==> config.mk <==
export PLATFORM = sky130hd
export DESIGN_NAME = signed_divider
export DESIGN_NICKNAME = d
export VERILOG_FILES = /design/src/rtl/signed_divider.sv
export SDC_FILE = /design/constraint.sdc
export NUM_CORES = 1
export LEC_CHECK = 0
export CORE_ASPECT_RATIO = 1.25
export CORE_MARGIN = 2
export CORE_UTILIZATION = 54
export CTS_CLUSTER_DIAMETER = 60
export DETAILED_ROUTE_END_ITERATION = 10
export PLACE_DENSITY = 0.8
export SLEW_MARGIN = 20
export SYNTH_ARGS = -nofsm -noshare
export SYNTH_HDL_FRONTEND = slang
export SYNTH_SLANG_ARGS = --single-unit
==> constraint.sdc <==
create_clock -name clk -period 2.7 [get_ports clk]
set_input_delay 0.27 -clock clk [delete_from_list [all_inputs] [get_ports clk]]
set_output_delay 0.27 -clock clk [all_outputs]
set_load 0.03 [all_outputs]
==> src/rtl/signed_divider.sv <==
// signed_divider
//   Iterative 16-bit / 8-bit signed divider. It runs a restoring division on
//   the operand magnitudes and produces one quotient bit per cycle, MSB first.
//   It then applies the result signs: the quotient truncates toward zero and
//   the remainder takes the sign of the dividend.
//
//   Optional feature macro: DIVIDER_DIV_ZERO_DETECT_EN
//     defined   : a zero divisor finishes one cycle after load, with zero
//                 results and div_zero=1.
//     undefined : div_zero is tied 0 and a zero divisor runs the full
//                 iteration, which gives q_abs=16'hFFFF.
//
// Handshake: load is a single-cycle start pulse. It is accepted only in IDLE
//   or DONE, and the operands are captured on that edge. busy is high while
//   iterating. done is high while a valid result is held, and it holds until
//   the next accepted load or reset. A load seen while busy is dropped.
//
// Ports:
//   clk         in   clock, rising edge
//   rst         in   synchronous active-low reset
//   load        in   start pulse
//   dividend    in   16-bit signed
//   divisor     in   8-bit signed
//   quotient    out  16-bit signed quotient
//   remainder   out  8-bit signed remainder
//   q_abs       out  16-bit quotient magnitude
//   q_sign      out  1 = quotient negative (0 for a zero magnitude)
//   busy        out  iterating
//   done        out  result valid
//   div_zero    out  divisor-zero flag
//   o_dbg_state out  FSM state (0 IDLE, 1 RUN, 2 DONE)
module signed_divider (
  input  logic        clk,
  input  logic        rst,
  input  logic        load,
  input  logic [15:0] dividend,
  input  logic [7:0]  divisor,
  output logic [15:0] quotient,
  output logic [7:0]  remainder,
  output logic [15:0] q_abs,
  output logic        q_sign,
  output logic        busy,
  output logic        done,
  output logic        div_zero,
  output logic [1:0]  o_dbg_state
);

  typedef enum logic [1:0] {IDLE = 2'd0, RUN = 2'd1, DONE = 2'd2} state_t;

  state_t      r_state;
  logic [15:0] r_dvd;      // dividend magnitude; quotient bits shift in at LSB
  logic [7:0]  r_dvs;      // divisor magnitude
  logic [8:0]  r_rem;      // partial remainder, one spare bit for the shift
  logic [4:0]  r_cnt;
  logic        r_sd;       // dividend sign
  logic        r_ss;       // divisor sign
  logic [15:0] r_quotient;
  logic [7:0]  r_remainder;
  logic [15:0] r_q_abs;
  logic        r_q_sign;
  logic        r_busy;
  logic        r_done;
`ifdef DIVIDER_DIV_ZERO_DETECT_EN
  logic        r_zero;
  logic        r_div_zero;
`endif

  // The 16-bit unsigned magnitude is exact for -32768 (0x8000). The same holds
  // for -128 (0x80) in the 8-bit divisor.
  logic [15:0] w_dvd_mag;
  logic [7:0]  w_dvs_mag;
  logic [8:0]  w_trial;
  logic        w_ge;
  logic        w_q_neg;
  logic [7:0]  w_rem_mag;

  assign w_dvd_mag = dividend[15] ? (~dividend + 16'd1) : dividend;
  assign w_dvs_mag = divisor[7]   ? (~divisor + 8'd1)   : divisor;
  assign w_trial   = {r_rem[7:0], r_dvd[15]};
  assign w_ge      = (w_trial >= {1'b0, r_dvs});
  assign w_q_neg   = (r_sd ^ r_ss) && (r_dvd != 16'd0);
  assign w_rem_mag = r_rem[7:0];

  always_ff @(posedge clk) begin
    if (!rst) begin
      r_state     <= IDLE;
      r_dvd       <= '0;
      r_dvs       <= '0;
      r_rem       <= '0;
      r_cnt       <= '0;
      r_sd        <= 1'b0;
      r_ss        <= 1'b0;
      r_quotient  <= '0;
      r_remainder <= '0;
      r_q_abs     <= '0;
      r_q_sign    <= 1'b0;
      r_busy      <= 1'b0;
      r_done      <= 1'b0;
`ifdef DIVIDER_DIV_ZERO_DETECT_EN
      r_zero      <= 1'b0;
      r_div_zero  <= 1'b0;
`endif
    end else begin
      case (r_state)
        IDLE, DONE: begin
          if (load) begin
            r_state <= RUN;
            r_dvd   <= w_dvd_mag;
            r_dvs   <= w_dvs_mag;
            r_rem   <= '0;
            r_cnt   <= '0;
            r_sd    <= dividend[15];
            r_ss    <= divisor[7];
`ifdef DIVIDER_DIV_ZERO_DETECT_EN
            r_zero     <= (divisor == 8'd0);
            r_div_zero <= 1'b0;
`endif
          end
        end
        RUN: begin
          r_done <= 1'b0;
`ifdef DIVIDER_DIV_ZERO_DETECT_EN
          if (r_zero) begin
            r_state     <= DONE;
            r_quotient  <= '0;
            r_remainder <= '0;
            r_q_abs     <= '0;
            r_q_sign    <= 1'b0;
            r_div_zero  <= 1'b1;
            r_done      <= 1'b1;
            r_busy      <= 1'b0;
          end else
`endif
          if (r_cnt == 5'd16) begin
            // All 16 quotient bits are in r_dvd. Publish the signed results.
            r_state     <= DONE;
            r_q_abs     <= r_dvd;
            r_q_sign    <= w_q_neg;
            r_quotient  <= w_q_neg ? (~r_dvd + 16'd1) : r_dvd;
            r_remainder <= r_sd ? (~w_rem_mag + 8'd1) : w_rem_mag;
            r_done      <= 1'b1;
            r_busy      <= 1'b0;
          end else begin
            r_rem  <= w_ge ? (w_trial - {1'b0, r_dvs}) : w_trial;
            r_dvd  <= {r_dvd[14:0], w_ge};
            r_cnt  <= r_cnt + 5'd1;
            r_busy <= 1'b1;
          end
        end
        default: r_state <= IDLE;
      endcase
    end
  end

  assign quotient    = r_quotient;
  assign remainder   = r_remainder;
  assign q_abs       = r_q_abs;
  assign q_sign      = r_q_sign;
  assign busy        = r_busy;
  assign done        = r_done;
  assign o_dbg_state = r_state;
`ifdef DIVIDER_DIV_ZERO_DETECT_EN
  assign div_zero    = r_div_zero;
`else
  assign div_zero    = 1'b0;
`endif

endmodule
==> key figures <==
Run status
  – Status: completed

Timing
  – Slew margin rel.: 0.447
  – Actual slew at the worst max-slew pin: 0.830 ns
  – Final period utilization: 0.831
  – Slew Viols, Final: 0
  – Final Skew: 0.00871 ns
  – Tmin final: between 2 and 2.5 ns
  – Hold Vio Cnt, Final: 0
  – TNS Setup: 0 ns
  – RSZ-0062 raised after global routing: no
  – Final setup fails: 0
  – Fmax: around 0.45 GHz

Route
  – Via count: between 4k and 5k
  – Pre-antenna DRT Iters: 4
  – Starting DRT DRC Count: around 200
  – ANT nets after route: 0
  – Post-Route WL: 10600 um
  – WL per Instance: 14.6 um
  – Via/cell ratio: 5.71
  – Remaining DRCs: 0

Power and ir drop
  – PD cells: 535 nW/um^2
  – Seq pwr share: 0.462
  – Internal power: 1970 uW
  – Comb pwr share: 0.269
  – P_sw: 1020 uW
  – Peak supply drop: 0.317 mV
  – Leak pwr: 0.00200 uW
  – Clock network fraction of design power: 0.270
  – Switching share of power: 0.341

Finish
  – Area of the multi-input gates: between 2000 and 3000 sq um
  – FF/Latch Area: 1660 sq um
  – N_diodes: 0
  – Fin util: 0.654
  – P&R area growth vs syn: 19.4%
  – Layout cell share with drive strength beyond 1: 0.0922
  – Final Net Count: 666
  – Filler cells: 726

Clock tree
  – Post-CTS Setup Bufs: 0
  – Post-CTS sizing: 0
  – Clock Pin Slew Worst Setup and Hold Paths: 0.09 ns
  – Worst skew pair latency: 0.37 ns
  – Total CTS buffers: 9
  – CTS tree: yes
  – CTS Sinks: 83
  – CTS Hold Bufs: 0
  – H-tree Lvls: 3
  – Maximum root-to-sink buffer count: 2
  – Root Driver: clkbuf_8

Yosys
  – Top cells by count, synth: dfxtp_1 (83), nand2_1 (71), nor2_1 (63)
  – Mapped Cells: 564
  – Sequential area share after synthesis: 0.355
  – Top cell type's share of synthesized area: 0.355
  – Syn Nets: between 600 and 700
  – Async S/R FF share, synth: 0
  – Count leader, synth: dfxtp_1
  – Area leader, netlist: dfxtp_1
  – Synth unique cells: 69
  – Syn Area/Cell: about 8.3 sq um
  – Post-synth EDFFs: 0
  – Ranking of synthesized cells by area: dfxtp_1 (35%), nand2_1 (5.7%), nor2_1 (5.0%)
  – Synth Warn #: 0
  – Seq cells post-synth: slightly above 80
  – Top_reg_cell synth: dfxtp_1
  – Mapped Area: 4690 sq um

Floorplanning
  – Core Area: 8560 sq um
  – Horiz. Die Dim: 87.3 um
  – Die area: 9440 sq um
  – Die height: 108 um
  – Starting density of the core: 0.548
  – IO Pins: 73
  – Cell row count: 38

Global routing
  – Total GRT Usage: 0.236
  – GRT overflow: 0
  – Initial antenna violation count: 0
  – Vias in the first global route: 3768
  – First-pass GRT wire length: 17700 um
  – Pin count of the biggest net entering global routing: 44

Worst setup path
  – Critical path cell sequence: nand2b_1 -> o21ai_1 -> nand2_1 -> o32ai_1
  – WP data required: between 2 and 3 ns
  – Startpoint Class: flop
  – CP max-delay cell: o21ai_1
  – Kind of capture point of the worst setup path: flop
  – Top delay family on crit path: compound AO/OA/AOI/OAI gates
  – CP max stage delay: ~0.66 ns
  – Critical path peak fanout: 18
  – Crit path buffers/inverters: 0
  – CP arrival: ~2.5 ns
  – Setup CP Type: flop to flop

Job
  – Total of max-cap violations: 0

Placed design
  – Gpl congestion: 0.903
  – Dpl hpwl: 8060 um
  – IO buf count: 71

Worst hold path
  – Hold Path Class: flop to flop
sequential cells by signal, indices dropped and copies added, names as in the netlist:
register and flops:
busy 1, q_sign 1, o_dbg_state 2, quotient 16, r_rem 8, r_sd 1
remainder 8, r_ss 1, r_cnt 5, q_abs 15, done 1, r_dvs 8
r_dvd 16
layer usage:
metal	wire, um	GRT usage
met3	477	0.0450
met2	5270	0.387
met4	177	0.0780
met5	0	0
met1	4690	0.311
path summary, 6_finish.rpt:
path,start,to,slack [ns],depth (start not counted)
max,o_dbg_state[0]$_SDFFE_PN0P_,r_dvd[8]$_SDFFE_PN0P_,0.46,4
min,q_abs[5]$_SDFFE_PN0P_,q_abs[5]$_SDFFE_PN0P_,0.45,2
max reg2reg,o_dbg_state[0]$_SDFFE_PN0P_,r_dvd[8]$_SDFFE_PN0P_,0.46,4
min reg2reg,q_abs[5]$_SDFFE_PN0P_,q_abs[5]$_SDFFE_PN0P_,0.45,2
metrics by stage:
stage | total power (uW) | instance area (sq um) | hold WS [ns] | setup slack [ns] | cells
after floorplan | 2000 | 4690 | 0.406 | 0.779 | 564
after detailed placement | 2210 | 5420 | 0.447 | 0.313 | 713
after CTS | 3000 | 5600 | 0.459 | 0.492 | 729
after global placement | 2180 | 5420 | 0.443 | 0.385 | 713
after global routing | 3160 | 5600 | 0.477 | 0.267 | 729
final | 3000 | 5600 | 0.454 | 0.457 | 729
final cells by class:
type,instances,share of cell area
Multi-Input combinational cell,418,0.483
Sequential cell,83,0.297
Timing Repair Buffer,85,0.148
Tap cell,100,0.0224
Clock buffer,9,0.0221
Inverter,27,0.0181
Clock inverter,7,0.00917
power by group through the flow:
stage | combinational [uW] | clock (uW) | sequential (uW)
3_5_place_dp | 798 | 0 | 1410
6_report | 804 | 808 | 1380
5_1_grt | 893 | 878 | 1390
4_1_cts | 804 | 820 | 1380
3_3_place_gp | 775 | 0 | 1400
2_1_floorplan | 632 | 0 | 1370
cell usage in the layout, fill, tap and decap left out, types with 12 or more instances in the layout:
cell type        Yosys  layout
nand2_1             71      71
a21oi_1             45      45
clkdlybuf4s50_1      0      71
xor2_1              26      26
ha_1                14      14
inv_1               26      26
nor2_1              63      62
buf_4                2      13
dfxtp_1             83      83
xnor2_1             12      12
o21ai_0             22      22
a211oi_1            26      26
kinds of logic (layout without fill, tap and decap cells):
kind of cell	count (synthesis)	in the layout	share of synthesized area
AOI/OAI and AO/OA	155	155	0.226
xor gates and xnor gates	39	39	0.0745
adders and majority gates	15	15	0.0417
buffers and inverters	63	128	0.0700
DFF	83	83	0.355
muxes	9	9	0.0206
other	1	1	0.000800
and+or+nand+nor	199	199	0.211
worst reg2reg max path: cells and delay by family, from the launching register on:
family / cells / cell delay [ns]
compound gates: 2 / 0.99
flops: 1 / 0.45
simple gates: 2 / 0.70
Power figures use the tool's default switching activity.
